[src/rtl/evt_toggle_tx.sv]
// Event-to-toggle transmitter: each accepted event pulse inverts `out`; the next
// inversion waits for the far domain to echo the level back on `ack_in`.
// Optional pending-event queue is compiled in with `define EVT_TOGGLE_TX_QUEUE_EN.
module evt_toggle_tx #(
    parameter int SYNC_STAGES = 2,
    parameter int CNT_W       = 4
) (
    input  logic             clk,
    input  logic             reset,
    input  logic             in,
    output logic             out,
    input  logic             ack_in,
    output logic             busy,
    output logic [CNT_W-1:0] pending,
    output logic             ovf,
    input  logic             ovf_clr
);
    typedef enum logic {IDLE, WAIT_ACK} state_t;

    state_t                 state_reg, state_next;
    logic                   out_reg, out_next;
    logic                   ovf_reg, ovf_next;
    logic                   drop;
    logic [SYNC_STAGES-1:0] sync_reg, sync_next;
    logic                   ack_s;
    logic                   done;

    // Plain shift synchronizer; ack_in is asynchronous to clk.
    assign sync_next = {sync_reg[SYNC_STAGES-2:0], ack_in};
    assign ack_s     = sync_reg[SYNC_STAGES-1];
    assign done      = (ack_s == out_reg);

`ifdef EVT_TOGGLE_TX_QUEUE_EN
    localparam logic [CNT_W-1:0] CNT_MAX = '1;
    localparam logic [CNT_W-1:0] CNT_ONE = 1;
    logic [CNT_W-1:0] pending_reg, pending_next;
`endif

    always_comb begin
        state_next = state_reg;
        out_next   = out_reg;
        drop       = 1'b0;
`ifdef EVT_TOGGLE_TX_QUEUE_EN
        pending_next = pending_reg;
`endif
        case (state_reg)
            IDLE: begin
                if (in) begin
                    out_next   = ~out_reg;
                    state_next = WAIT_ACK;
                end
            end
            WAIT_ACK: begin
`ifdef EVT_TOGGLE_TX_QUEUE_EN
                if (!done) begin
                    if (in) begin
                        if (pending_reg != CNT_MAX)
                            pending_next = pending_reg + CNT_ONE;
                        else
                            drop = 1'b1;
                    end
                end else if (pending_reg != '0 || in) begin
                    // A new event on the done edge replaces the dequeued one.
                    out_next = ~out_reg;
                    if (pending_reg != '0 && !in)
                        pending_next = pending_reg - CNT_ONE;
                end else begin
                    state_next = IDLE;
                end
`else
                drop = in;
                if (done)
                    state_next = IDLE;
`endif
            end
            default: state_next = IDLE;
        endcase
        // Set beats clear when both land in the same cycle.
        ovf_next = drop | (ovf_reg & ~ovf_clr);
    end

    always_ff @(posedge clk) begin
        if (reset) begin
            state_reg <= IDLE;
            out_reg   <= 1'b0;
            ovf_reg   <= 1'b0;
            sync_reg  <= '0;
        end else begin
            state_reg <= state_next;
            out_reg   <= out_next;
            ovf_reg   <= ovf_next;
            sync_reg  <= sync_next;
        end
    end

`ifdef EVT_TOGGLE_TX_QUEUE_EN
    always_ff @(posedge clk) begin
        if (reset)
            pending_reg <= '0;
        else
            pending_reg <= pending_next;
    end
    assign pending = pending_reg;
`else
    assign pending = '0;
`endif

    assign out  = out_reg;
    assign busy = (state_reg == WAIT_ACK);
    assign ovf  = ovf_reg;

endmodule

[config.mk]
export PLATFORM = sky130hd
export DESIGN_NAME = evt_toggle_tx
export DESIGN_NICKNAME = d
export VERILOG_FILES = /design/src/rtl/evt_toggle_tx.sv
export SDC_FILE = /design/constraint.sdc
export NUM_CORES = 1
export LEC_CHECK = 0
export ABC_AREA = 1
export CAP_MARGIN = 15
export CELL_PAD_IN_SITES_DETAIL_PLACEMENT = 1
export CELL_PAD_IN_SITES_GLOBAL_PLACEMENT = 1
export CORE_AREA = 5 5 42 44
export CTS_CLUSTER_DIAMETER = 30
export DETAILED_ROUTE_END_ITERATION = 8
export DIE_AREA = 0 0 47 49
export DONT_BUFFER_PORTS = 1
export PLACE_DENSITY_LB_ADDON = 0.1
export SYNTH_ARGS = -nofsm -noshare
export SYNTH_HDL_FRONTEND = slang
export SYNTH_SLANG_ARGS = --single-unit
[constraint.sdc]
create_clock -name clk -period 1.65 [get_ports clk]
set_clock_uncertainty 0.2 [all_clocks]
set_input_delay 0 -clock clk [delete_from_list [all_inputs] [get_ports clk]]
set_output_delay 0 -clock clk [all_outputs]
set_load 0.02 [all_outputs]
* Word-level counts from Yosys, hierarchy flattened
Cells that the tools add are included.
** Word-level totals
- Word-level logic and storage cells :: 15
- Input bits :: 5
- Bits in registers :: 5
** Cells by class
- Bitwise operators :: 5
- Multiplexer cells :: 4
- Equal/unequal tests :: 1
- Reduce and logical (&&, ||, !) cells :: 1
** Operator list (number)
- 1-bit 2-to-1 mux :: 3
- 1-bit inverter :: 3
- 1-bit case mux with 2 select lines :: 1
- 2-bit AND reduction :: 1
- 1-bit AND :: 1
- 1-bit equality test :: 1
- 1-bit OR :: 1

* Depth between registers and ports, before layout
- Depth in word-level cells :: 3
- Gate-level depth with buffers :: 4
- Mapped depth without buffers :: 4

* Worst setup path after synthesis
Ideal clock, no wire load.
- Path kind :: register -> register
- Start point :: register state_reg (netlist: busy)
- End point :: register out_reg (netlist: out)
- Arrival time :: 0.756 ns
- Stages on the path, launching flop included :: 5
- Path slack :: 0.624 ns
- Cell sequence :: dfxtp_1 inv_1 nand2_2 nand2_1 a21oi_1
** On the way
- Word-level cells in the longest chain between the ends :: 2
** RTL lines
- start, declared :: line 20 : state_t state_reg, state_next;
- start signal, assigned :: line 89 : state_reg <= state_next;
- 1-bit inverter
- 2-bit AND reduction (no line)
- end signal, assigned :: line 90 : out_reg <= out_next;
- end, declared :: line 21 : logic out_reg, out_next;
Every way passes these cells.
A chain may end at the register's enable or synchronous reset.

* Final worst setup path
Ends and elaborated chain as after synthesis.

==> impl_metrics.py <==
metrics = {
    "outcome": {
        "status": "finished clean",
    },
    "sta": {
        "finalHoldViolations": 0,
        "whs_ns": 0.206,
        "fin_tns_setup_ns": 0,
        "min_period_ns": 1.11,
        "fmax_mhz": 898,
        "setup-violations-final": 0,
        "post-route-period-util_pct": 67.5,
        "rsz0062_at_grt": "false",
        "drv_slew": 0,
    },
    "worst_setup_path": {
        "cp.required_ns": 1.62,
        "critPathLaunchType": "flip-flop",
        "setup.worst_path.start": "busy",
        "max_stage_delay_ns": 0.48,
        "worst-setup-path-type": "flip-flop to flip-flop",
        "endpoint_kind": "flip-flop",
        "worstRegToRegCells": 4,
        "crit_slowest_cell": "dfxtp_1",
        "rrSetupSlack_ns": 0.54,
        "reg2reg_to": "out",
        "path_max_fanout": 4,
        "cp-endpoint": "out",
        "path_cells": "inv_1 > nand2_2 > nand2_1 > a21oi_1",
        "worstPathArrival_ns": 1.08,
        "reg2reg_from": "busy",
    },
    "pwr": {
        "peakVddDrop_uv": 328,
        "power-per-cell-area_nw_per_um2": 1110,
        "seqPwrFrac_pct": 44.8,
        "pwr-share-clk_pct": 44.8,
        "pwr-share-comb_pct": 10.3,
        "fin_total_pwr_uw": 312,
        "p_int_uw": 232,
        "sw_frac_of_total_pct": 25.6,
        "power_leakage_uw": 0.000129,
        "switching_power_uw": 80.1,
    },
    "routing": {
        "drtAntennaViolNets": 0,
        "wl_um": 450,
        "post-route-drc-count": 0,
        "wl_per_cell_um": 8.65,
        "num_vias": 180,
        "first_iter_violations": 0,
        "viasPerCell": 3.46,
        "dr.pass1.iters": 1,
    },
    "finish": {
        "fill_cells": 178,
        "ff_latch_area_um2": 100,
        "area_delta_synth_final_pct": 31.6,
        "multi_input_area_um2": 72.6,
        "largest_reg_flops": 2,
        "fin_nets": 42,
        "n_antenna_cell": 0,
        "instances_no_fill": 52,
        "final_cell_area_um2": 282,
        "drive_gt1_share_pct": 11.1,
    },
    "grt": {
        "grt_pass1_vias": 179,
        "grt_use_total_pct": 4.59,
        "grt_pass1_wl_um": 690,
        "globalRouteOverflowTotal": 0,
        "grt_max_degree": 6,
        "antenna_found_initial": 0,
    },
    "logic_synthesis": {
        "netlist_area_um2": 214,
        "ys_types": 9,
        "synth_cells": 29,
        "yosysSeqAreaShare_pct": 46.8,
        "avgSynthCellArea_um2": 7.38,
        "yosys_warnings": 0,
        "ys_seq_elements": 5,
    },
    "place": {
        "gp_congestion": 0.593,
        "dp_cells": 44,
        "port-buffer-count": 0,
        "dpl_cell_area_um2": 215,
        "place_hpwl_um": 374,
    },
    "clock_tree": {
        "cts_resized": 0,
        "cts_root_buffer": "clkbuf_4",
        "post_cts_buffers": 0,
        "clockBufferDepth": 2,
        "h-tree-depth": 1,
        "cts_tree": "built",
        "cts_buffers": 3,
        "clk_latency_ns": 0.24,
        "cts.sinks": 5,
        "clk_pin_slew_ns": 0.04,
        "cts_hold_buf": 4,
    },
    "min_path": {
        "hp-class": "flip-flop to flip-flop",
    },
    "floorplanning": {
        "die_h_um": 49,
        "core_area_um2": 1400,
        "dieArea_um2": 2300,
        "initial_core_util_pct": 15.3,
        "rows": 14,
        "dieWidth_um": 47,
        "io_pins": 12,
    },
    "run": {
        "maxCapViolations": 0,
    },
}
[how the worst min path moves through the flow]
stage                      from          end  slack, ns  cells after the start
finish              sync_reg[0]  sync_reg[1]       0.21                      2
global route        sync_reg[0]  sync_reg[1]       0.24                      2
CTS                      ack_in  sync_reg[0]       0.21                      3
detailed placement        reset          ovf      -0.13                      1
global placement          reset          ovf      -0.13                      1
floorplan                 reset         busy      -0.13                      1
[critical path: cells and delay by family, from the launching register on]
family | cells | cell delay, ns
flops | 1 | 0.48
simple gates | 2 | 0.13
compound gates | 1 | 0.12
buf+inv | 1 | 0.11
[cell usage after synthesis]
master   n  area, um2
dfxtp_1  5        100
inv_1    6       22.5
nand3_1  2       10.0
nand2_2  1       6.26
buf_4    4       30.0
conb_1   1       3.75
a21oi_1  3       15.0
nand2_1  5       18.8
nor2_1   2       7.51
[layer usage]
metal  up-vias  part of all wire, %  GRT usage (%)
li1         90                    -              -
met5         -                    0              0
met1        80                   36           4.43
met2         8                   49           5.88
met3         2                   13           2.58
met4         0                  1.1           5.53
[power by group through the flow]
| stage | Combinational [uW] | Sequential (uW) | Clock (uW) |
|---|---|---|---|
| floorplan | 27.5 | 141 | 0 |
| global placement | 21.9 | 143 | 0 |
| detailed placement | 22.9 | 143 | 0 |
| CTS | 32.9 | 141 | 149 |
| global route | 36.8 | 141 | 153 |
| finish | 32.3 | 140 | 140 |
[through the flow]
| stage | worst slack [ns] | util, % |
|---|---|---|
| global placement | 0.527 | 15.4 |
| detailed placement | 0.517 | 15.4 |
| finish | 0.537 | 20.1 |
| CTS | 0.511 | 20.1 |
| global route | 0.452 | 20.1 |
| floorplan | 0.624 | - |
[cell type report]
type                    count  area share [%]
repair buffers              4            14.2
clock buffers               4            9.33
flip-flops and latches      5            35.6
multi-input cells          17            25.8
well taps                  16            7.11
inverters                   6            8.00
[cell usage in the layout, fill, tap and decap left out, drive strengths merged]
cell type	netlist	layout
a21oi	3	3
clkbuf	0	4
conb	1	4
dfxtp	5	5
dlygate4sd3	0	4
inv	6	6
nand2	6	6
nand3	2	2
nor2	2	2
[cells by family (layout without fill, tap and decap cells)]
family | Yosys count | count (layout) | share of synthesized area (%)
other | 1 | 4 | 1.75
AO/OA/AOI/OAI | 3 | 3 | 7.02
buffers and inverters | 10 | 14 | 24.6
flip-flops | 5 | 5 | 46.8
AND/OR/NAND/NOR | 10 | 10 | 19.9
Note: power is estimated with default switching activity, not from simulation.
